[config.mk]
export PLATFORM = sky130hd
export DESIGN_NAME = uart_rx
export DESIGN_NICKNAME = d
export VERILOG_FILES = /design/src/rtl/uart_defs.sv /design/src/rtl/bit_sync.sv /design/src/rtl/uart_rx.sv
export SDC_FILE = /design/constraint.sdc
export NUM_CORES = 1
export LEC_CHECK = 0
export CAP_MARGIN = 15
export CORE_UTILIZATION = 52
export CTS_CLUSTER_SIZE = 40
export DETAILED_ROUTE_END_ITERATION = 6
export PLACE_DENSITY = 0.75
export SYNTH_ARGS = -nofsm -noshare
export SYNTH_HDL_FRONTEND = slang
export SYNTH_HIERARCHICAL = 1
export SYNTH_SLANG_ARGS = --single-unit
[constraint.sdc]
create_clock -name clk -period 2.4 [get_ports clk]
set_clock_uncertainty 0.05 [all_clocks]
set_input_delay 0.36 -clock clk [delete_from_list [all_inputs] [get_ports clk]]
set_output_delay 0.36 -clock clk [all_outputs]
set_load 0.03 [all_outputs]
[src/rtl/uart_defs.sv]
// Shared UART definitions, used by the receiver and the future transmitter.
//   UART_DATA_BITS       : data bits per frame (8N1)
//   DEFAULT_CLKS_PER_BIT : 100 MHz / 115200 baud
//   uart_state_e         : serial FSM state encodings
package uart_defs;

  localparam int unsigned UART_DATA_BITS       = 8;
  localparam int unsigned DEFAULT_CLKS_PER_BIT = 868;

  typedef enum logic [2:0] {
    StIdle,
    StStart,
    StData,
    StStop,
    StBreak
  } uart_state_e;

endpackage

[src/rtl/bit_sync.sv]
// Two-flop synchronizer for a single asynchronous bit.
//   clk_i  : destination clock
//   rst_ni : asynchronous active-low reset; both flops load ResetVal
//   d_i    : asynchronous input
//   q_o    : synchronized output
module bit_sync #(
  parameter logic ResetVal = 1'b0
) (
  input  logic clk_i,
  input  logic rst_ni,
  input  logic d_i,
  output logic q_o
);

  logic meta_q;
  logic sync_q;

  always_ff @(posedge clk_i or negedge rst_ni) begin
    if (!rst_ni) begin
      meta_q <= ResetVal;
      sync_q <= ResetVal;
    end else begin
      meta_q <= d_i;
      sync_q <= meta_q;
    end
  end

  assign q_o = sync_q;

endmodule

[src/rtl/uart_rx.sv]
// 8N1 UART receiver with a one-entry holding register.
//   clk       : system clock, rising edge
//   reset     : asynchronous active-low reset
//   UART_RX   : asynchronous serial input, idles high, LSB first
//   rx_data   : received byte, valid while rx_valid is high
//   rx_valid  : holding register full
//   rx_ready  : consumer accepts on rx_valid && rx_ready at a clock edge
//   frame_err : one-cycle pulse, stop bit sampled low
//   overrun   : one-cycle pulse, completed byte dropped (holding register full)
module uart_rx
  import uart_defs::*;
#(
  parameter int unsigned CLKS_PER_BIT = DEFAULT_CLKS_PER_BIT
) (
  input  logic                      clk,
  input  logic                      reset,
  input  logic                      UART_RX,
  output logic [UART_DATA_BITS-1:0] rx_data,
  output logic                      rx_valid,
  input  logic                      rx_ready,
  output logic                      frame_err,
  output logic                      overrun
);

  localparam logic [15:0] HalfLast = 16'(CLKS_PER_BIT / 2 - 1);
  localparam logic [15:0] BitLast  = 16'(CLKS_PER_BIT - 1);
  localparam logic [2:0]  IdxLast  = 3'(UART_DATA_BITS - 1);

  logic rx_s;

  bit_sync #(
    .ResetVal(1'b1)
  ) u_sync (
    .clk_i (clk),
    .rst_ni(reset),
    .d_i   (UART_RX),
    .q_o   (rx_s)
  );

  uart_state_e               state_q;
  logic [15:0]               cnt_q;
  logic [2:0]                idx_q;
  logic [UART_DATA_BITS-1:0] shift_q;

  logic half_tick;
  logic bit_tick;
  logic deliver;

  always_comb begin
    half_tick = (cnt_q == HalfLast);
    bit_tick  = (cnt_q == BitLast);
    // A good stop bit completes a byte this cycle.
    deliver   = (state_q == StStop) && bit_tick && rx_s;
  end

  always_ff @(posedge clk or negedge reset) begin
    if (!reset) begin
      state_q   <= StIdle;
      cnt_q     <= '0;
      idx_q     <= '0;
      shift_q   <= '0;
      rx_data   <= '0;
      rx_valid  <= 1'b0;
      frame_err <= 1'b0;
      overrun   <= 1'b0;
    end else begin
      frame_err <= 1'b0;
      overrun   <= 1'b0;

      unique case (state_q)
        StIdle: begin
          if (!rx_s) begin
            state_q <= StStart;
            cnt_q   <= '0;
          end
        end

        // Re-check the line at mid start bit to reject glitches.
        StStart: begin
          if (half_tick) begin
            cnt_q   <= '0;
            idx_q   <= '0;
            state_q <= rx_s ? StIdle : StData;
          end else begin
            cnt_q <= cnt_q + 16'd1;
          end
        end

        // Samples land mid-bit since the count starts from mid start bit.
        StData: begin
          if (bit_tick) begin
            cnt_q   <= '0;
            shift_q <= {rx_s, shift_q[UART_DATA_BITS-1:1]};
            idx_q   <= idx_q + 3'd1;
            if (idx_q == IdxLast) begin
              state_q <= StStop;
            end
          end else begin
            cnt_q <= cnt_q + 16'd1;
          end
        end

        StStop: begin
          if (bit_tick) begin
            cnt_q <= '0;
            if (rx_s) begin
              state_q <= StIdle;
            end else begin
              frame_err <= 1'b1;
              state_q   <= StBreak;
            end
          end else begin
            cnt_q <= cnt_q + 16'd1;
          end
        end

        // Line held low after a bad stop: wait for it to return to idle.
        StBreak: begin
          if (rx_s) begin
            state_q <= StIdle;
          end
        end

        default: state_q <= StIdle;
      endcase

      // Holding register: a same-cycle accept frees the slot for the new byte.
      if (deliver) begin
        if (rx_valid && !rx_ready) begin
          overrun <= 1'b1;
        end else begin
          rx_data  <= shift_q;
          rx_valid <= 1'b1;
        end
      end else if (rx_valid && rx_ready) begin
        rx_valid <= 1'b0;
      end
    end
  end

endmodule

* After elaboration in Yosys (flattened, before gate mapping)
Cells that the tools add are included.
Storage, ports and cells: bits in registers 43, input bits 4, word-level logic and storage cells 67, output and inout bits 11
Operators by class: $add $sub $neg 2, eq/ne operators 14, muxes and demuxes 24, reductions and logical operators 16, bitwise logic cells 1
Operators by type and width (count):
- $mux W16 | 3
- $pmux W16 S3 | 1
- $mux W3 | 9
- $add A16 B1 Y16 const B | 1
- $eq A16 B10 Y1 const B | 1
- $eq A16 B9 Y1 const B | 1
- $pmux W3 S5 | 1
- $ne A2 B2 Y1 const B | 6
- $mux W1 | 8
- $reduce_and A2 Y1 | 4
- $eq A3 B2 Y1 const B | 2
- $eq A3 B3 Y1 const B | 2
- $pmux W3 S2 | 1
- $reduce_and A6 Y1 | 1
- $logic_and A1 B1 Y1 | 4
- $reduce_bool A2 Y1 | 2
- $add A3 B1 Y3 const B | 1
- $eq A3 B1 Y1 const B | 1
- $logic_not A3 Y1 | 1
- $reduce_and A3 Y1 | 1
- $reduce_bool A3 Y1 | 1
- $mux W2 | 1
- $ne A2 B1 Y1 const B | 1
- $reduce_or A2 Y1 | 1
- 2 further kinds | 2

* Depth between registers and ports, before layout
depth in word-level cells 5, gate-level depth with buffers 9, depth with buffers taken out 7

* Cells and area by module
The synthesis kept the hierarchy.
Modules (own cells, without submodules):
- uart_rx | area each 2048.2 um2, cells each 190, sequential area each 1026.0 um2, instances 1
- bit_sync | area each 52.6 um2, cells each 2, sequential area each 52.6 um2, instances 1

* Worst setup path after synthesis
OpenSTA, ideal clock, no wires.
path kind register to register, start reg cnt_q[0], end reg shift_q[0], setup time 0.127 ns, arrival 2.280 ns, cell stages (with the launch flop) 7, data required time 2.223 ns, path slack -0.057 ns, period minus slack after synthesis 2.457 ns, path buffers 1, cells stage by stage dfrtp_1 ha_1 or3b_2 or4_4 nor4_4 buf_6 mux2_1
On the way: word-level cells in the longest chain between the ends 2
Ends and longest elaborated chain:
- start: declaration | line uart_rx.sv:41 | logic [15:0] cnt_q;
- start signal: assignment | line uart_rx.sv:85 | cnt_q <= cnt_q + 16'd1;
- start signal: assignment | line uart_rx.sv:99 | cnt_q <= cnt_q + 16'd1;
- start signal: assignment | line uart_rx.sv:113 | cnt_q <= cnt_q + 16'd1;
- $eq A16 B10 Y1 | line uart_rx.sv:51 | bit_tick = (cnt_q == BitLast);
- $reduce_and A2 Y1 (no source line)
- end signal: assignment | line uart_rx.sv:93 | shift_q <= {rx_s, shift_q[UART_DATA_BITS-1:1]};
- end: declaration | line uart_rx.sv:43 | logic [UART_DATA_BITS-1:0] shift_q;
Every way passes these cells. A chain may end at the register's enable or synchronous reset.

* Worst setup path in the final report
start reg cnt_q[15], end reg shift_q[5]
The elaborated chain is that of the path after synthesis.

==> flow_metrics.py <==
metrics = {
    "timing": {
        "rsz0062_at_grt": "true",
        "slew_headroom_pct": 37.9,
        "fin_tns_setup_ns": -0.158,
        "setup_slack_ns": -0.0287,
        "hold_viol": 0,
        "slew_viol_final": 0,
        "timing.final.crit_share_pct": 101,
        "timing.final.setup_violations": 8,
        "fmaxAchievable_ghz": 0.412,
        "worstMarginPinSlew_ns": 0.932,
        "finalCriticalPeriod_ns": 2.43,
    },
    "outcome": {
        "outcome": "finished, violations left",
        "violations": "negative setup slack",
    },
    "clock_tree": {
        "clk_latency_ns": 0.30,
        "cts_buffers": 5,
        "clk_path_buf_depth": 2,
        "clk_pin_slew_ns": 0.09,
        "cts_tree": "built",
        "clock-root-buffer": "clkbuf_8",
        "numClockSinks": 43,
        "htreeDepth": 2,
        "hold_buffers": 0,
    },
    "yosys": {
        "ys_ff_latch": 43,
        "synthTopCellsByArea": "dfrtp_1 49%, mux2_2 4.8%, mux2_1 3.8%",
        "netlist_area_mm2": 0.00210,
        "synth_edf_count": 0,
        "synth_top_area_share_pct": 48.8,
        "ys_warn_count": 6,
        "syn-mean-instance-area_um2": 10.9,
        "ys_types": 40,
        "synthArstFlopShare_pct": 100,
        "synth-main-ff-cell": "dfrtp_1",
        "synth_nets": 200,
        "syn-instance-count": 192,
        "synth_area_leader_cell": "dfrtp_1",
        "ys_seq_area_share_pct": 51.3,
    },
    "floorplanning": {
        "die_h_um": 65.6,
        "die_area_mm2": 0.00430,
        "num_rows": 22,
        "initial_utilization_pct": 55.7,
        "core_mm2": 0.00377,
        "io_pins": 15,
        "die_x_um": 65.6,
    },
    "place": {
        "hpwl_um": 3090,
        "finalWeightedCongestion": 0.882,
        "placed_cell_area_mm2": 0.00243,
        "io_buffers": 14,
        "placed_cells": 264,
    },
    "worst_setup_path": {
        "r2r_cells": 5,
        "worstPathArrival_ns": 2.56,
        "critical_path.max_stage_delay_ns": 0.57,
        "crit_start": "cnt_q[15]",
        "crit_type": "reg -> reg",
        "crit_end": "shift_q[5]",
        "crit_required_ns": 2.54,
        "crit_chain": "or4_4, or4_4, nor4_4, buf_6, mux2_1",
        "slowest_stage": "or4_4",
        "r2r_start": "cnt_q[15]",
        "end_kind": "register",
        "path_common_cell": "or4_4",
        "startpoint_type": "register",
        "rrSetupSlack_ns": -0.03,
        "reg2reg_to": "shift_q[5]",
        "cp_max_fo": 10,
    },
    "cells_and_area": {
        "final_cell_mix": "41 x dfrtp_1, 19 x buf_4, 14 x nand2_1",
        "diodes": 0,
        "area_growth_pct": 21.8,
        "seqCellArea_mm2": 0.00108,
        "final_core_util_pct": 67.9,
        "final_common_cell": "dfrtp_1",
        "multi_input_area_um2": 992,
        "layout.cells.non_filler": 272,
        "drive_gt1_share_pct": 24.6,
        "finish.instance_area_mm2": 0.00256,
        "nNetsFinal": 231,
        "fill_cells": 268,
    },
    "pwr": {
        "peakVddDrop_mv": 0.304,
        "leakage_nw": 1.19,
        "p_per_area_mw_per_mm2": 477,
    },
    "route": {
        "drt_wl_total_um": 4280,
        "dr.first_iter.drc_count": 102,
        "routedWlPerCell_um": 15.7,
        "dr.pass1.iters": 5,
        "drc_errors": 0,
        "via_per_inst": 6.08,
        "ant_nets": 0,
        "via_count": 1653,
    },
    "global_routing": {
        "antenna_found_initial": 0,
        "grt_pass1_wl_um": 7170,
        "grt.overflow.total": 0,
        "track_usage_pct": 21.9,
        "grt_start_max_net_pins": 44,
        "first_global_vias": 1620,
    },
    "worst_hold_path": {
        "hp-class": "in -> async",
    },
    "job": {
        "maxCapViolations": 0,
    },
}
where the power goes:
| part | switching [W] | total, W | internal (W) |
|---|---|---|---|
| clock | 0.000265 | 0.000473 | 0.000208 |
| sequential | 0.00000199 | 0.000729 | 0.000727 |
| combinational | 0.0000151 | 0.0000196 | 0.00000451 |
area by class of cell:
type                    count  share of cell area, %
clock buffers               5                   2.69
multi-input cells         133                   38.8
clock inverters             3                  0.929
flip-flops and latches     43                   42.2
repair buffers             36                   12.5
inverters                   4                  0.587
well taps                  48                   2.35
stage by stage:
| stage | hold WS (ns) | setup WS, ns | total power [W] |
|---|---|---|---|
| global placement | 0.297 | 0.00810 | 0.000763 |
| finish | 0.143 | -0.0287 | 0.00122 |
| floorplan | 0.0144 | -0.0384 | 0.000745 |
| CTS | 0.176 | -0.0243 | 0.00123 |
| detailed placement | 0.299 | -0.0380 | 0.000763 |
| global route | 0.219 | -0.111 | 0.00127 |
cells in the mapped netlist (all sizes together) (2+ instances only):
cell type	instances
nor3	2
dfstp	2
inv	4
nand4b	3
o21ai	5
nor2	10
or4	3
a221o	3
buf	4
nand3	8
nand2	14
a21oi	11
clkbuf	8
a31oi	7
mux2i	2
dfrtp	41
and3	8
a41oi	5
nor4	5
a22o	2
nand2b	5
mux2	16
and4	2
nand3b	6
nand4	4
ha	4
worst max-delay path: cells and delay by family, from the launching register on:
family | cells | cell delay, ns
and+or+nand+nor | 3 | 1.37
muxes | 1 | 0.33
DFF | 1 | 0.39
buffers and inverters | 1 | 0.18
sequential cells by signal, indices dropped and copies added, names as in the netlist:
name / flops
cnt_q: 16
rx_data: 8
shift_q: 8
idx_q: 3
state_q: 3
frame_err: 1
overrun: 1
rx_valid: 1
u_sync/meta_q: 1
u_sync/q_o: 1
layer usage:
layer	part of all wire, %	vias up	GRT usage (%)
met1	43	821	27.0
met4	1.3	0	7.34
met5	0	-	0
met2	52	43	37.6
met3	4.0	8	4.86
li1	-	781	-
logic make-up (layout without fill, tap and decap cells):
family	count (synthesis)	after routing	share of synthesized area [%]
buffers and inverters	16	48	3.39
DFF	43	43	51.3
and+or+nand+nor	73	73	21.1
adders and majority gates	4	4	2.38
muxes	18	18	9.53
AOI/OAI and AO/OA	38	38	12.2
repair_timing:
item / CTS / global route
setup buffers: 0 / 0
pin swaps: 0 / 0
setup endpoints to repair: 10 / 33
resized for setup: 4 / 4
worst min-delay path by stage:
stage | slack [ns] | end | startpoint | cells after the start
after floorplan | 0.01 | cnt_q[0] | reset | 0
after global placement | 0.30 | u_sync/q_o | u_sync/meta_q | 0
after detailed placement | 0.30 | u_sync/q_o | u_sync/meta_q | 0
after CTS | 0.18 | overrun | reset | 1
after global routing | 0.22 | overrun | reset | 1
final | 0.14 | overrun | reset | 1
Note: power is estimated with default switching activity, not from simulation.
